File: src/rtl/bit_unstuffer.sv
// ============================================================================
// bit_unstuffer : receive-side USB bit unstuffer (PID pass-through, stuff-0 strip)
// Revision 1.0
// ============================================================================
`default_nettype none

module bit_unstuffer #(
  parameter int PID_BITS = 8,
  parameter int MAX_ONES = 6
) (
  input  logic clock,
  input  logic reset_n,
  input  logic in_active,
  input  logic in_valid,
  input  logic in_bit,
  output logic out_valid,
  output logic out_bit,
  output logic out_pid,
  output logic stripped,
  output logic stuff_err,
  output logic busy
);

  localparam int CW = $clog2(PID_BITS + 1);
  localparam int OW = $clog2(MAX_ONES + 1);

  localparam logic [CW-1:0] c_PID_LAST = CW'(PID_BITS - 1);
  localparam logic [OW-1:0] c_ONES_MAX = OW'(MAX_ONES);

  localparam logic [2:0] S_IDLE  = 3'd0;
  localparam logic [2:0] S_PID   = 3'd1;
  localparam logic [2:0] S_DATA  = 3'd2;
  localparam logic [2:0] S_STRIP = 3'd3;
  localparam logic [2:0] S_DROP  = 3'd4;

  logic [2:0]    state_q, state_d;
  logic [CW-1:0] bit_cnt_q, bit_cnt_d;
  logic [OW-1:0] ones_cnt_q, ones_cnt_d;
  logic          valid_q, valid_d;
  logic          bit_q, bit_d;
  logic          pid_q, pid_d;
  logic          strip_q, strip_d;
  logic          err_q, err_d;
  logic          busy_q;
  logic [OW-1:0] w_ones_inc;

  // ones_cnt never exceeds MAX_ONES-1 while in DATA, so the increment cannot wrap
  assign w_ones_inc = ones_cnt_q + OW'(1);

  always_comb begin
    state_d    = state_q;
    bit_cnt_d  = bit_cnt_q;
    ones_cnt_d = ones_cnt_q;
    valid_d    = 1'b0;
    bit_d      = 1'b0;
    pid_d      = 1'b0;
    strip_d    = 1'b0;
    err_d      = 1'b0;

    if ((state_q != S_IDLE) && !in_active) begin
      // End of packet wins over any coincident in_valid
      state_d    = S_IDLE;
      bit_cnt_d  = '0;
      ones_cnt_d = '0;
      err_d      = (state_q == S_STRIP);
    end else if (in_active && in_valid) begin
      case (state_q)
        S_IDLE: begin
          valid_d    = 1'b1;
          bit_d      = in_bit;
          pid_d      = 1'b1;
          bit_cnt_d  = CW'(1);
          ones_cnt_d = '0;
          state_d    = S_PID;
        end
        S_PID: begin
          valid_d   = 1'b1;
          bit_d     = in_bit;
          pid_d     = 1'b1;
          bit_cnt_d = bit_cnt_q + CW'(1);
          if (bit_cnt_q == c_PID_LAST) begin
            ones_cnt_d = '0;
            state_d    = S_DATA;
          end
        end
        S_DATA: begin
          valid_d = 1'b1;
          bit_d   = in_bit;
          if (in_bit) begin
            if (w_ones_inc == c_ONES_MAX) begin
              ones_cnt_d = '0;
              state_d    = S_STRIP;
            end else begin
              ones_cnt_d = w_ones_inc;
            end
          end else begin
            ones_cnt_d = '0;
          end
        end
        S_STRIP: begin
          if (in_bit) begin
            err_d   = 1'b1;
            state_d = S_DROP;
          end else begin
            strip_d = 1'b1;
            state_d = S_DATA;
          end
        end
        default: ;
      endcase
    end
  end

  always_ff @(posedge clock or negedge reset_n) begin
    if (!reset_n) begin
      state_q    <= S_IDLE;
      bit_cnt_q  <= '0;
      ones_cnt_q <= '0;
      valid_q    <= 1'b0;
      bit_q      <= 1'b0;
      pid_q      <= 1'b0;
      strip_q    <= 1'b0;
      err_q      <= 1'b0;
      busy_q     <= 1'b0;
    end else begin
      state_q    <= state_d;
      bit_cnt_q  <= bit_cnt_d;
      ones_cnt_q <= ones_cnt_d;
      valid_q    <= valid_d;
      bit_q      <= bit_d;
      pid_q      <= pid_d;
      strip_q    <= strip_d;
      err_q      <= err_d;
      busy_q     <= (state_d != S_IDLE);
    end
  end

  assign out_valid = valid_q;
  assign out_bit   = bit_q;
  assign out_pid   = pid_q;
  assign stripped  = strip_q;
  assign stuff_err = err_q;
  assign busy      = busy_q;

endmodule

`default_nettype wire
File: config.mk
export PLATFORM = sky130hd
export DESIGN_NAME = bit_unstuffer
export DESIGN_NICKNAME = d
export VERILOG_FILES = /design/src/rtl/bit_unstuffer.sv
export SDC_FILE = /design/constraint.sdc
export NUM_CORES = 1
export LEC_CHECK = 0
export ABC_CLOCK_PERIOD_IN_PS = 2000
export CORE_ASPECT_RATIO = 1.25
export CORE_MARGIN = 2
export CORE_UTILIZATION = 30
export DETAILED_ROUTE_END_ITERATION = 10
export REMOVE_ABC_BUFFERS = 1
export SKIP_CTS_REPAIR_TIMING = 1
export SLEW_MARGIN = 30
export SYNTH_ARGS = -nofsm -noshare
export SYNTH_HDL_FRONTEND = slang
export SYNTH_SLANG_ARGS = --single-unit
File: constraint.sdc
create_clock -name clock -period 2 [get_ports clock]
set_input_delay 0.4 -clock clock [delete_from_list [all_inputs] [get_ports clock]]
set_output_delay 0.4 -clock clock [all_outputs]
set_load 0.05 [all_outputs]
* After elaboration in Yosys (flattened, before gate mapping)
Index checks and enable logic that the tools add are counted.
** Operators by class
- Add/sub/neg operators :: 2
- Multipliers :: 0
- Div/mod/pow operators :: 0
- Order comparisons :: 0
- Eq/ne operators :: 6
- Shifts and indexed selects :: 0
- Multiplexer cells :: 33
- Bitwise gates (word level) :: 0
- Reductions and logical operators :: 13
** Operators with widths (number)
- two-way mux 3 bit :: 11
- two-way mux 1 bit :: 17
- case mux 3 bit (4 select lines) :: 1
- case mux 3 bit (3 select lines) :: 1
- nonzero test 3 bit :: 3
- two-way mux 4 bit :: 2
- case mux 4 bit (2 select lines) :: 1
- == test 3 x 2 -> 1 bit (second input constant) :: 2
- adder 4 x 1 -> 4 bit (second input constant) :: 1
- == test 4 x 3 -> 1 bit (second input constant) :: 1
- nonzero test 4 bit :: 1
- adder 3 x 1 -> 3 bit (second input constant) :: 1
- == test 3 x 1 -> 1 bit (second input constant) :: 1
- == test 3 bit (second input constant) :: 1
- zero test 3 bit :: 1
- inequality test 3 bit (second input constant) :: 1
- AND reduction 3 bit :: 1
- OR reduction 3 bit :: 1
- logical AND 1 bit :: 2
- AND reduction 2 bit :: 1
- nonzero test 2 bit :: 1
- OR reduction 2 bit :: 1
- zero test 1 bit :: 1
** Storage, ports and cells
- Register bits after elaboration :: 16
- Latch bits :: 0
- RAM bits :: 0
- Bits in read-only memories :: 0
- Output and inout port bits :: 6
- Word-level logic and storage cells :: 63
- Memories kept :: 0

* Depth between registers and ports, before layout
Gate-level depths: netlist of run 1.
- Depth after elaboration :: 8
- Mapped depth :: 6
- Gate-level depth less buffers :: 5

* Worst setup path before layout of run 1
OpenSTA, ideal clock, no wires.
- Path kind :: flip-flop to flip-flop
- Start point :: reg bit_cnt_q[0]
- End point :: reg busy_q (netlist: busy)
- Setup time :: 131 ps
- Arrival :: 1410 ps
- Setup slack :: 459 ps
- Cell stages (with the launch flop) :: 6
- Path buffers :: 0
- Clock period less this slack :: 1541 ps
- Cells stage by stage :: dfrtp_1 ha_1 and4bb_1 a32oi_1 nor2_1 or3_1
** On the way
- Longest elaborated chain between the ends :: 6
** Ends and longest elaborated chain
- start: declaration :: RTL line 37 : logic [CW-1:0] bit_cnt_q, bit_cnt_d;
- start signal: assignment :: RTL line 127 : bit_cnt_q <= bit_cnt_d;
- == test 4 x 3 -> 1 bit :: RTL line 81 : if (bit_cnt_q == c_PID_LAST) begin
- two-way mux 3 bit :: RTL line 81
- case mux 3 bit (4 select lines) :: RTL line 67 : case (state_q)
- two-way mux 3 bit :: RTL line 66 : end else if (in_active && in_valid) begin
- two-way mux 3 bit :: RTL line 60 : if ((state_q != S_IDLE) && !in_active) begin
- via state_d[1] :: RTL line 36 : logic [2:0] state_q, state_d;
- nonzero test 3 bit :: RTL line 134 : busy_q <= (state_d != S_IDLE);
- end signal: assignment :: RTL line 134
- end: declaration :: RTL line 44 : logic busy_q;
The timed path passes the listed nets, and every way through them passes these cells.
A chain may end at the register's enable or synchronous reset.

* Worst setup path after layout of run 1
- Start point :: reg strip_q (netlist: stripped)
- End point :: out stripped
** RTL lines
- start: declaration :: RTL line 42 : logic strip_q, strip_d;
- start signal: assignment :: RTL line 132 : strip_q <= strip_d;
- end: declaration :: RTL line 19 : output logic stripped,
No word-level cell between the ends.

==> results of run 1 <==
-- where the power goes --
group           total, W  switching, W  internal (W)
logic          0.0000980     0.0000553     0.0000427
clock network   0.000159     0.0000889     0.0000698
registers       0.000347     0.0000114      0.000335
-- metrics by stage --
| step | std cells | hold WS (ns) |
|---|---|---|
| finish | 132 | 0.427 |
| global route | 132 | 0.432 |
| CTS | 132 | 0.427 |
| detailed placement | 129 | 0.502 |
| global placement | 129 | 0.491 |
| floorplan | 79 | 0.104 |
-- routing by layer --
metal / share of wire (%) / up-vias / track usage [%]
met5: 0 / - / 0
met2: 50 / 14 / 19.2
li1: - / 339 / -
met1: 44 / 303 / 13.1
met3: 4.6 / 2 / 4.84
met4: 1.1 / 0 / 2.88
-- layout by cell type (no fill, tap or decap), types with 2 or more instances in the layout --
cell,count
sky130_fd_sc_hd__dfrtp_1,16
sky130_fd_sc_hd__clkdlybuf4s50_1,10
sky130_fd_sc_hd__nand2_1,9
sky130_fd_sc_hd__buf_4,6
sky130_fd_sc_hd__nor2_1,5
sky130_fd_sc_hd__o21ai_0,4
sky130_fd_sc_hd__inv_1,3
sky130_fd_sc_hd__nand3_1,3
sky130_fd_sc_hd__nor4_1,3
sky130_fd_sc_hd__nor3_1,3
sky130_fd_sc_hd__nand2b_1,3
sky130_fd_sc_hd__ha_1,3
sky130_fd_sc_hd__clkbuf_4,3
sky130_fd_sc_hd__a32o_1,2
-- cell families (layout without fill, tap and decap cells) --
family                     count (synthesis)  in the layout  synth area share (%)
AOI/OAI and AO/OA                         19             19                  17.8
xor gates and xnor gates                   1              1                 0.996
adders and majority gates                  3              3                  4.27
buffers and inverters                      8             22                  6.26
DFF                                       16             16                  45.5
muxes                                      1              1                  1.14
and+or+nand+nor                           36             36                  24.0
-- area by class of cell --
class	instances	area, sq um
clock buffer	3	22.5
sequential	16	400
fill	284	1690
tap	34	42.5
timing repair buffer	16	145
multi-input combinational	60	424
inverter	3	11.3
-- final timing paths --
check | start | end
worst max-delay path | stripped$_DFF_PN0_ | stripped
worst min-delay path | reset_n | bit_cnt_q[3]$_DFFE_PN0P_
worst max register to register | bit_cnt_q[0]$_DFFE_PN0P_ | ones_cnt_q[2]$_DFFE_PN0P_
worst min register to register | ones_cnt_q[1]$_DFFE_PN0P_ | ones_cnt_q[1]$_DFFE_PN0P_
max in group asynchronous | reset_n | bit_cnt_q[1]$_DFFE_PN0P_
min in group clock | ones_cnt_q[1]$_DFFE_PN0P_ | ones_cnt_q[1]$_DFFE_PN0P_
==> impl_summary.log, run 1 <==
INFO  metric run_status = finished, final reports clean
INFO  metric max-slew-margin-rel = 67.0%
INFO  metric start_kind = register
INFO  metric overflow = 0
INFO  metric pre_cts_slack = ~0.042 ns
INFO  metric drcViolationCount = 0
INFO  metric worstSetupEndpointType = output port
INFO  metric final_cell_area = 1050 sq um
INFO  metric cap_viol_max_count = 0
INFO  metric number_of_logic_stages_on_the_critical_path_including_buffering = 1
INFO  metric global_route.usage.total = between 10% and 20%
INFO  metric start_util = roughly a third
INFO  metric clock_path_buffers = 2
INFO  metric setup_ws = between 0.15 and 0.2 ns
INFO  metric cts.sink_count = 16
INFO  metric final_min_period_over_clock_period = 90.4%
INFO  metric timing.critical_path.max_delay_family = buffers and inverters
INFO  metric initial_antenna_violation_count = 0
INFO  metric die_w = 52.4 um
INFO  metric post-synth-top-area-cell = sky130_fd_sc_hd__dfrtp_1
INFO  metric utilization = 38.3%
INFO  metric vdd.ir_drop.worst = 379 uV
INFO  metric rows = 21
INFO  metric power.density = 577 nW/um^2
INFO  metric core_area = 2730 sq um
INFO  metric yosysMostFrequentCell = sky130_fd_sc_hd__dfrtp_1
INFO  metric synth_edf_count = 0
INFO  metric worst_skew_pair.late_latency = roughly 0.27 ns
INFO  metric synth-async-reset-ratio = 100%
INFO  metric route.antenna.remaining_nets = 0
INFO  metric slew_viol_final = 0
INFO  metric slew_worst_pin = 0.494 ns
INFO  metric routed_wl = 1620 um
INFO  metric ctsHtreeMaxLevel = 1
INFO  metric power = between 0.0006 and 0.0007 W
INFO  metric root_buffer = sky130_fd_sc_hd__clkbuf_4
INFO  metric synthCells = 84
INFO  metric r2r_slack = 0.33 ns
INFO  metric syn-mean-instance-area = 10.5 sq um
INFO  metric boundaryPins = 11
INFO  metric timing.reg2reg.worst_path_depth = 5
INFO  metric first_iter_violations = 27
INFO  metric synth_top_cells_by_area = sky130_fd_sc_hd__dfrtp_1 46%, sky130_fd_sc_hd__ha_1 4.3%, sky130_fd_sc_hd__nand2_1 3.8%
INFO  metric grt_max_degree = 17
INFO  metric grt_pass1_vias = 667
INFO  metric grt_setup_unrepaired = no
INFO  metric layout_cells_sized_above_1 = 15.3%
INFO  metric globalplace.congestion = 0.729
INFO  metric path_class = register to output port
INFO  metric hold_viol = 0
INFO  metric tritoncts.num_buffers = 3
INFO  metric tns = 0 ns
INFO  metric dpl-instance-area = 1020 sq um
INFO  metric worst_ep_required_time = 1.60 ns
INFO  metric hold_class = input port to asynchronous set/reset pin
INFO  metric placement.io_buffers = 10
INFO  metric post_synth_instance_area = just under 900 sq um
INFO  metric synth_seq_area_share = ~46%
INFO  metric postSynth.topFlopCell = sky130_fd_sc_hd__dfrtp_1
INFO  metric synth-seq-cells = 16
INFO  metric min_period = between 1.5 and 2 ns
INFO  metric cts_tree = built
INFO  metric die_area = 3380 sq um
INFO  metric cts.reportedPaths.clkPinSlew = approximately 0.080 ns
INFO  metric fp.dieH = 64.5 um
INFO  metric synth_largest_type_area_fraction = between 40% and 50%
INFO  metric ys.warnings.count = 0
INFO  metric regs_by_ff_count = bit_cnt_q (4), ones_cnt_q (3), state_q (3)
INFO  metric grt_pass1_wl = 2900 um
INFO  metric antenna_cells = 0
INFO  metric place_hpwl = approximately 1300 um
INFO  metric cp_max_stage_cell = sky130_fd_sc_hd__clkdlybuf4s50_1
INFO  metric setup_viol = 0
INFO  metric crit_path_max_incr_delay = 0.79 ns
INFO  metric crit_path_max_fanout = 1
INFO  metric crit_arrival = 1.41 ns
INFO  metric detail_route.vias_per_cell = approximately 5.0
INFO  metric synthTopCellsByCount = 16 x sky130_fd_sc_hd__dfrtp_1, 9 x sky130_fd_sc_hd__nand2_1, 5 x sky130_fd_sc_hd__nor2_1
INFO  metric largest_register_ffs = 4
INFO  metric fmax = 0.553 GHz
INFO  metric number_of_detailed_routing_iterations_run_before_antenna_repair = 4
INFO  metric timing.critical_path.cells = clkdlybuf4s50_1
INFO  metric num_vias = 658
INFO  metric cp.buffers_inverters = 1
INFO  metric regMostFlops = bit_cnt_q
INFO  metric synth_cell_type_count = 38
INFO  metric area_growth_syn_to_layout = 18.9%
INFO  metric nets = 108
INFO  metric cellLeakagePower = 0.473 nW
INFO  metric routed_wire_length_per_instance = 12.2 um
INFO  metric final.setup_skew = ~0.00073 ns
(Power assumes the default switching activity.)
==> inputs of run 2 (changes only) <==
CTS_CLUSTER_SIZE = 28   (was unset)
==> results of run 2 <==
Same layout as run 1: the final DEF is identical, and so are final timing and power.
